## src/rtl/fifo_pkg.sv

```systemverilog
// fifo_pkg: shared state encoding and default data width for the FIFO read path.
package fifo_pkg;
    localparam int P_DATA_DEF = 8;
    typedef enum logic [1:0] {ST_IDLE, ST_LOAD, ST_SEND, ST_WAIT} state_t;
endpackage

```

## src/rtl/fifo_rd_drain_if.sv

```systemverilog
// fifo_rd_drain_if: FIFO read-side and UART TX handshake bundle for the drain.
interface fifo_rd_drain_if
    import fifo_pkg::*;
#(
    parameter int P_DATA = P_DATA_DEF,
    parameter int P_CNT  = 8
);
    logic              en;
    logic              r_empty;
    logic [P_DATA-1:0] rd_data;
    logic              tx_busy;
    logic              r_inc;
    logic [P_DATA-1:0] tx_data;
    logic              tx_valid;
    logic [P_CNT-1:0]  sent_cnt;
    logic              active;
    modport master (input en, r_empty, rd_data, tx_busy, output r_inc, tx_data, tx_valid, sent_cnt, active);
    modport slave (output en, r_empty, rd_data, tx_busy, input r_inc, tx_data, tx_valid, sent_cnt, active);
endinterface

```

## src/rtl/fifo_rd_drain.sv

```systemverilog
// fifo_rd_drain: pops one FIFO word at a time and hands it to the UART TX.
// IDLE->LOAD->SEND->WAIT->IDLE keeps pops 4 cycles apart, covering the 2-edge empty-flag latency.
module fifo_rd_drain
    import fifo_pkg::*;
#(
    parameter int P_DATA = P_DATA_DEF,
    parameter int P_CNT  = 8
) (
    input  logic             r_clk,
    input  logic             rrst,
    fifo_rd_drain_if.master  bus
);
    state_t            state_q, state_d;
    logic [P_DATA-1:0] tx_data_q, tx_data_d;
    logic [P_CNT-1:0]  sent_cnt_q, sent_cnt_d;

    always_comb begin
        state_d    = state_q;
        tx_data_d  = tx_data_q;
        sent_cnt_d = sent_cnt_q;
        case (state_q)
            ST_IDLE: state_d = (bus.en && !bus.r_empty) ? ST_LOAD : ST_IDLE;
            ST_LOAD: begin
                tx_data_d = bus.rd_data;
                state_d   = ST_SEND;
            end
            ST_SEND: begin
                sent_cnt_d = bus.tx_busy ? sent_cnt_q + 1'b1 : sent_cnt_q;
                state_d    = bus.tx_busy ? ST_WAIT : ST_SEND;
            end
            ST_WAIT: state_d = bus.tx_busy ? ST_WAIT : ST_IDLE;
            default: state_d = ST_IDLE;
        endcase
    end

    always_ff @(posedge r_clk) begin
        if (rrst) begin
            state_q    <= ST_IDLE;
            tx_data_q  <= '0;
            sent_cnt_q <= '0;
        end else begin
            state_q    <= state_d;
            tx_data_q  <= tx_data_d;
            sent_cnt_q <= sent_cnt_d;
        end
    end

    // Handshake outputs decode the state register only, so no input reaches them combinationally.
    assign bus.r_inc    = (state_q == ST_LOAD);
    assign bus.tx_valid = (state_q == ST_SEND);
    assign bus.active   = (state_q != ST_IDLE);
    assign bus.tx_data  = tx_data_q;
    assign bus.sent_cnt = sent_cnt_q;
endmodule

```

## src/flat_wrapper.sv

```systemverilog
// flat-port wrapper written by rule: the top's interface ports become plain ports
module fifo_rd_drain_flat import fifo_pkg::*;
#(
    parameter int P_DATA = P_DATA_DEF,
    parameter int P_CNT  = 8
)
  (r_clk, rrst, bus_en, bus_r_empty, bus_rd_data, bus_tx_busy, bus_r_inc, bus_tx_data, bus_tx_valid, bus_sent_cnt, bus_active);
  fifo_rd_drain_if #(.P_DATA(P_DATA), .P_CNT(P_CNT)) bus_i ();
  input  logic r_clk;
  input  logic rrst;
  input wire logic [$bits(bus_i.en)-1:0] bus_en;
  input wire logic [$bits(bus_i.r_empty)-1:0] bus_r_empty;
  input wire logic [$bits(bus_i.rd_data)-1:0] bus_rd_data;
  input wire logic [$bits(bus_i.tx_busy)-1:0] bus_tx_busy;
  output wire logic [$bits(bus_i.r_inc)-1:0] bus_r_inc;
  output wire logic [$bits(bus_i.tx_data)-1:0] bus_tx_data;
  output wire logic [$bits(bus_i.tx_valid)-1:0] bus_tx_valid;
  output wire logic [$bits(bus_i.sent_cnt)-1:0] bus_sent_cnt;
  output wire logic [$bits(bus_i.active)-1:0] bus_active;
  assign bus_i.en = bus_en;
  assign bus_i.r_empty = bus_r_empty;
  assign bus_i.rd_data = bus_rd_data;
  assign bus_i.tx_busy = bus_tx_busy;
  assign bus_r_inc = bus_i.r_inc;
  assign bus_tx_data = bus_i.tx_data;
  assign bus_tx_valid = bus_i.tx_valid;
  assign bus_sent_cnt = bus_i.sent_cnt;
  assign bus_active = bus_i.active;
  fifo_rd_drain #(.P_DATA(P_DATA), .P_CNT(P_CNT)) u_core (.r_clk(r_clk), .rrst(rrst), .bus(bus_i));
endmodule
```

## config.mk

```make
export PLATFORM = sky130hd
export DESIGN_NAME = fifo_rd_drain_flat
export DESIGN_NICKNAME = d
export VERILOG_FILES = /design/src/rtl/fifo_pkg.sv /design/src/rtl/fifo_rd_drain_if.sv /design/src/rtl/fifo_rd_drain.sv /design/src/flat_wrapper.sv
export SDC_FILE = /design/constraint.sdc
export NUM_CORES = 1
export LEC_CHECK = 0
export CAP_MARGIN = 20
export CORE_UTILIZATION = 40
export DETAILED_ROUTE_END_ITERATION = 10
export PLACE_DENSITY = 0.77
export SLEW_MARGIN = 10
export SYNTH_ARGS = -nofsm -noshare
export SYNTH_HDL_FRONTEND = slang
export SYNTH_SLANG_ARGS = --single-unit
```

## constraint.sdc

```tcl
create_clock -name r_clk -period 2 [get_ports r_clk]
set_clock_uncertainty 0.1 [all_clocks]
set_input_delay 0.5 -clock r_clk [delete_from_list [all_inputs] [get_ports r_clk]]
set_output_delay 0.5 -clock r_clk [all_outputs]
set_load 0.05 [all_outputs]
```

==> impl_metrics.tcl <==
set metrics [dict create \
    synth_top_area_cell "dfxtp_1" \
    power_frac_seq_pct 50.5 \
    place.gp.congestion 0.6682 \
    setup_viol 0 \
    power.total_mw 0.7477 \
    dpl.cell_count 145 \
    ff2ff_path_depth 3 \
    path_class "flip-flop to output port" \
    htreeDepth 1 \
    status "completed" \
    r2r_start "u_core.state_q[0]" \
    rrSetupSlack_ns 0.47 \
    slew_viol_final 0 \
    ctsHoldBuffers 0 \
    viasPerCell 4.906 \
    p_int_mw 0.5453 \
    ys_seq_area_share_pct 49.32 \
    start_kind "flip-flop" \
    root_buffer "clkbuf_4" \
    antenna_found_initial 0 \
    netlist.area_leader.share_pct 49.32 \
    wire_per_inst_um 11.32 \
    instances_no_fill 149 \
    netSwitchingFraction_pct 27.07 \
    p_sw_mw 0.2024 \
    period_minus_slack_ns 1.846 \
    drc_errors 0 \
    max_slew_margin_pct 83.26 \
    synth_cell_type_count 25 \
    syn_inst 86 \
    clk-insertion-delay-late_ns 0.29 \
    die_w_um 44.74 \
    hold-path-endpoint "u_core.bus.tx_data[5]" \
    synth-seq-cells 18 \
    drive_gt1_share_pct 27.42 \
    cts_setup_buffers 0 \
    dr.pass1.iters 4 \
    numCtsBuffers 3 \
    max_freq_mhz 541.8 \
    dp_hpwl_um 1179 \
    end_kind "output port" \
    max_cap_violations 0 \
    p_leak_nw 0.4578 \
    final_nets 139 \
    timing.hold.ws_ns 0.3613 \
    critPathMaxFanout 6 \
    critical_path_required_ns 1.40 \
    die_area_sq_mm 0.002002 \
    synth_area_sq_um 730.7 \
    wl_um 1687 \
    power_density_mw_per_mm2 670.7 \
    cts_sinks 18 \
    grt_max_degree 19 \
    core_area_sq_mm 0.001727 \
    antenna_left 0 \
    finalCritPeriodShare_pct 92.28 \
    vdd_drop_max_v 0.0003620 \
    io_buffers 31 \
    min-delay-path-class "flip-flop to flip-flop" \
    hold_violations 0 \
    vias 731 \
    netlist_top_cells_area "dfxtp_1, nand2_1, a21oi_1, nor2_1, o31ai_1" \
    grt_pass1_wl_um 2587 \
    syn-num-nets 100 \
    grt_pass1_vias 582 \
    io_pins 32 \
    rows 15 \
    p_clk_share_pct 29.8 \
    antenna_cells 0 \
    grt.overflow.total 0 \
    synth_warnings 0 \
    p_comb_share_pct 19.6 \
    crit_arrival_ns 1.25 \
    tightest_slew_ns 0.2507 \
    cts.clk_slew.worst_paths_ns 0.10 \
    hold_depth 2 \
    avgSynthCellArea_sq_um 8.497 \
    syn2layout_area_growth_pct 52.57 \
    dieHeight_um 44.74 \
    cts_buffer_depth 2 \
    track_usage_pct 17.65 \
    mostFrequentLayoutCells "buf_4, nand2_1, dfxtp_1" \
    rsz0062_at_grt "false" \
    first_iter_violations 7 \
    cts_tree "done" \
    final_common_cell "buf_4" \
    start_util_pct 42.32 \
    min-delay-start "u_core.bus.tx_data[5]" \
    cts_resized 0 \
    rr_endpoint "u_core.bus.sent_cnt[5]" \
    setup_tns_ns 0 \
]
==> how the worst max path moves through the flow <==
stage                           startpoint                endpoint  cells past startpoint
floorplan           u_core.bus.sent_cnt[0]  u_core.bus.sent_cnt[4]                      4
global placement               bus_tx_busy  u_core.bus.sent_cnt[5]                      4
detailed placement             bus_tx_busy  u_core.bus.sent_cnt[5]                      4
CTS                      u_core.state_q[0]               bus_r_inc                      3
global route             u_core.state_q[0]               bus_r_inc                      3
finish                   u_core.state_q[0]               bus_r_inc                      3
==> worst max-delay path: stages, from the launching register on <==
cell and delay [ns]:
dfxtp_1 0.43, or2b_1 0.26, clkinv_1 0.07, buf_4 0.19
==> power groups by stage <==
stage          logic (mW)  clock network [mW]  registers (mW)
2_1_floorplan      0.0503                   0           0.412
3_3_place_gp        0.145                   0           0.385
3_5_place_dp        0.146                   0           0.386
4_1_cts             0.148               0.228           0.378
5_1_grt             0.156               0.242           0.379
6_report            0.147               0.223           0.378
==> registers in the layout (all words and copies together), names as in the netlist <==
name	cells
u_core.bus.sent_cnt	8
u_core.bus.tx_data	8
u_core.state_q	2
==> cells by family after synthesis <==
group	Yosys count	synth area share, %
compound gates	19	14.55
xor+xnor	2	2.398
fa+ha+maj	1	1.712
buf+inv	7	4.793
flops	18	49.32
mux	1	1.370
simple gates	38	25.86
==> Yosys cell counts <==
library cell,instances
and2b_2,1
nand2_1,19
nand4_1,1
nand3_1,2
dfxtp_1,18
nand3b_2,1
ha_1,1
buf_6,1
buf_1,1
nor3_1,1
or3_2,2
or4_1,3
o31ai_1,3
a32oi_1,1
clkbuf_1,1
xor2_1,2
clkinv_1,1
or2b_1,1
nor2_1,6
buf_2,1
nand4b_1,1
mux2i_1,1
a21oi_1,13
inv_1,2
o21ai_0,2
==> layout make-up <==
class / instances / area [sq um]
clock buffer: 4 / 36.28
fill: 159 / 611.8
inverter: 3 / 11.26
multi-input combinational: 61 / 335.3
sequential: 18 / 360.3
tap: 25 / 31.28
timing repair buffer: 38 / 340.3
==> routing by layer <==
layer / global-route usage [%] / part of all wire [%] / routed length, um / vias to the layer above
met2: 31.18 / 47 / 788 / 28
met3: 4.400 / 7.0 / 118 / 2
met5: 0 / 0 / 0 / -
met1: 21.75 / 46 / 771 / 330
li1: - / - / - / 371
met4: 3.636 / 0.53 / 9 / 0
==> through the flow <==
step	worst slack (ns)	area [sq um]	utilization (%)
after detailed placement	-0.06266	1079	62.46
final	0.1544	1115	64.57
after CTS	0.1552	1115	64.57
after global routing	0.1041	1115	64.57
after floorplan	0.2517	730.7	-
after global placement	0.004678	1079	62.46
(Power assumes the default switching activity.)
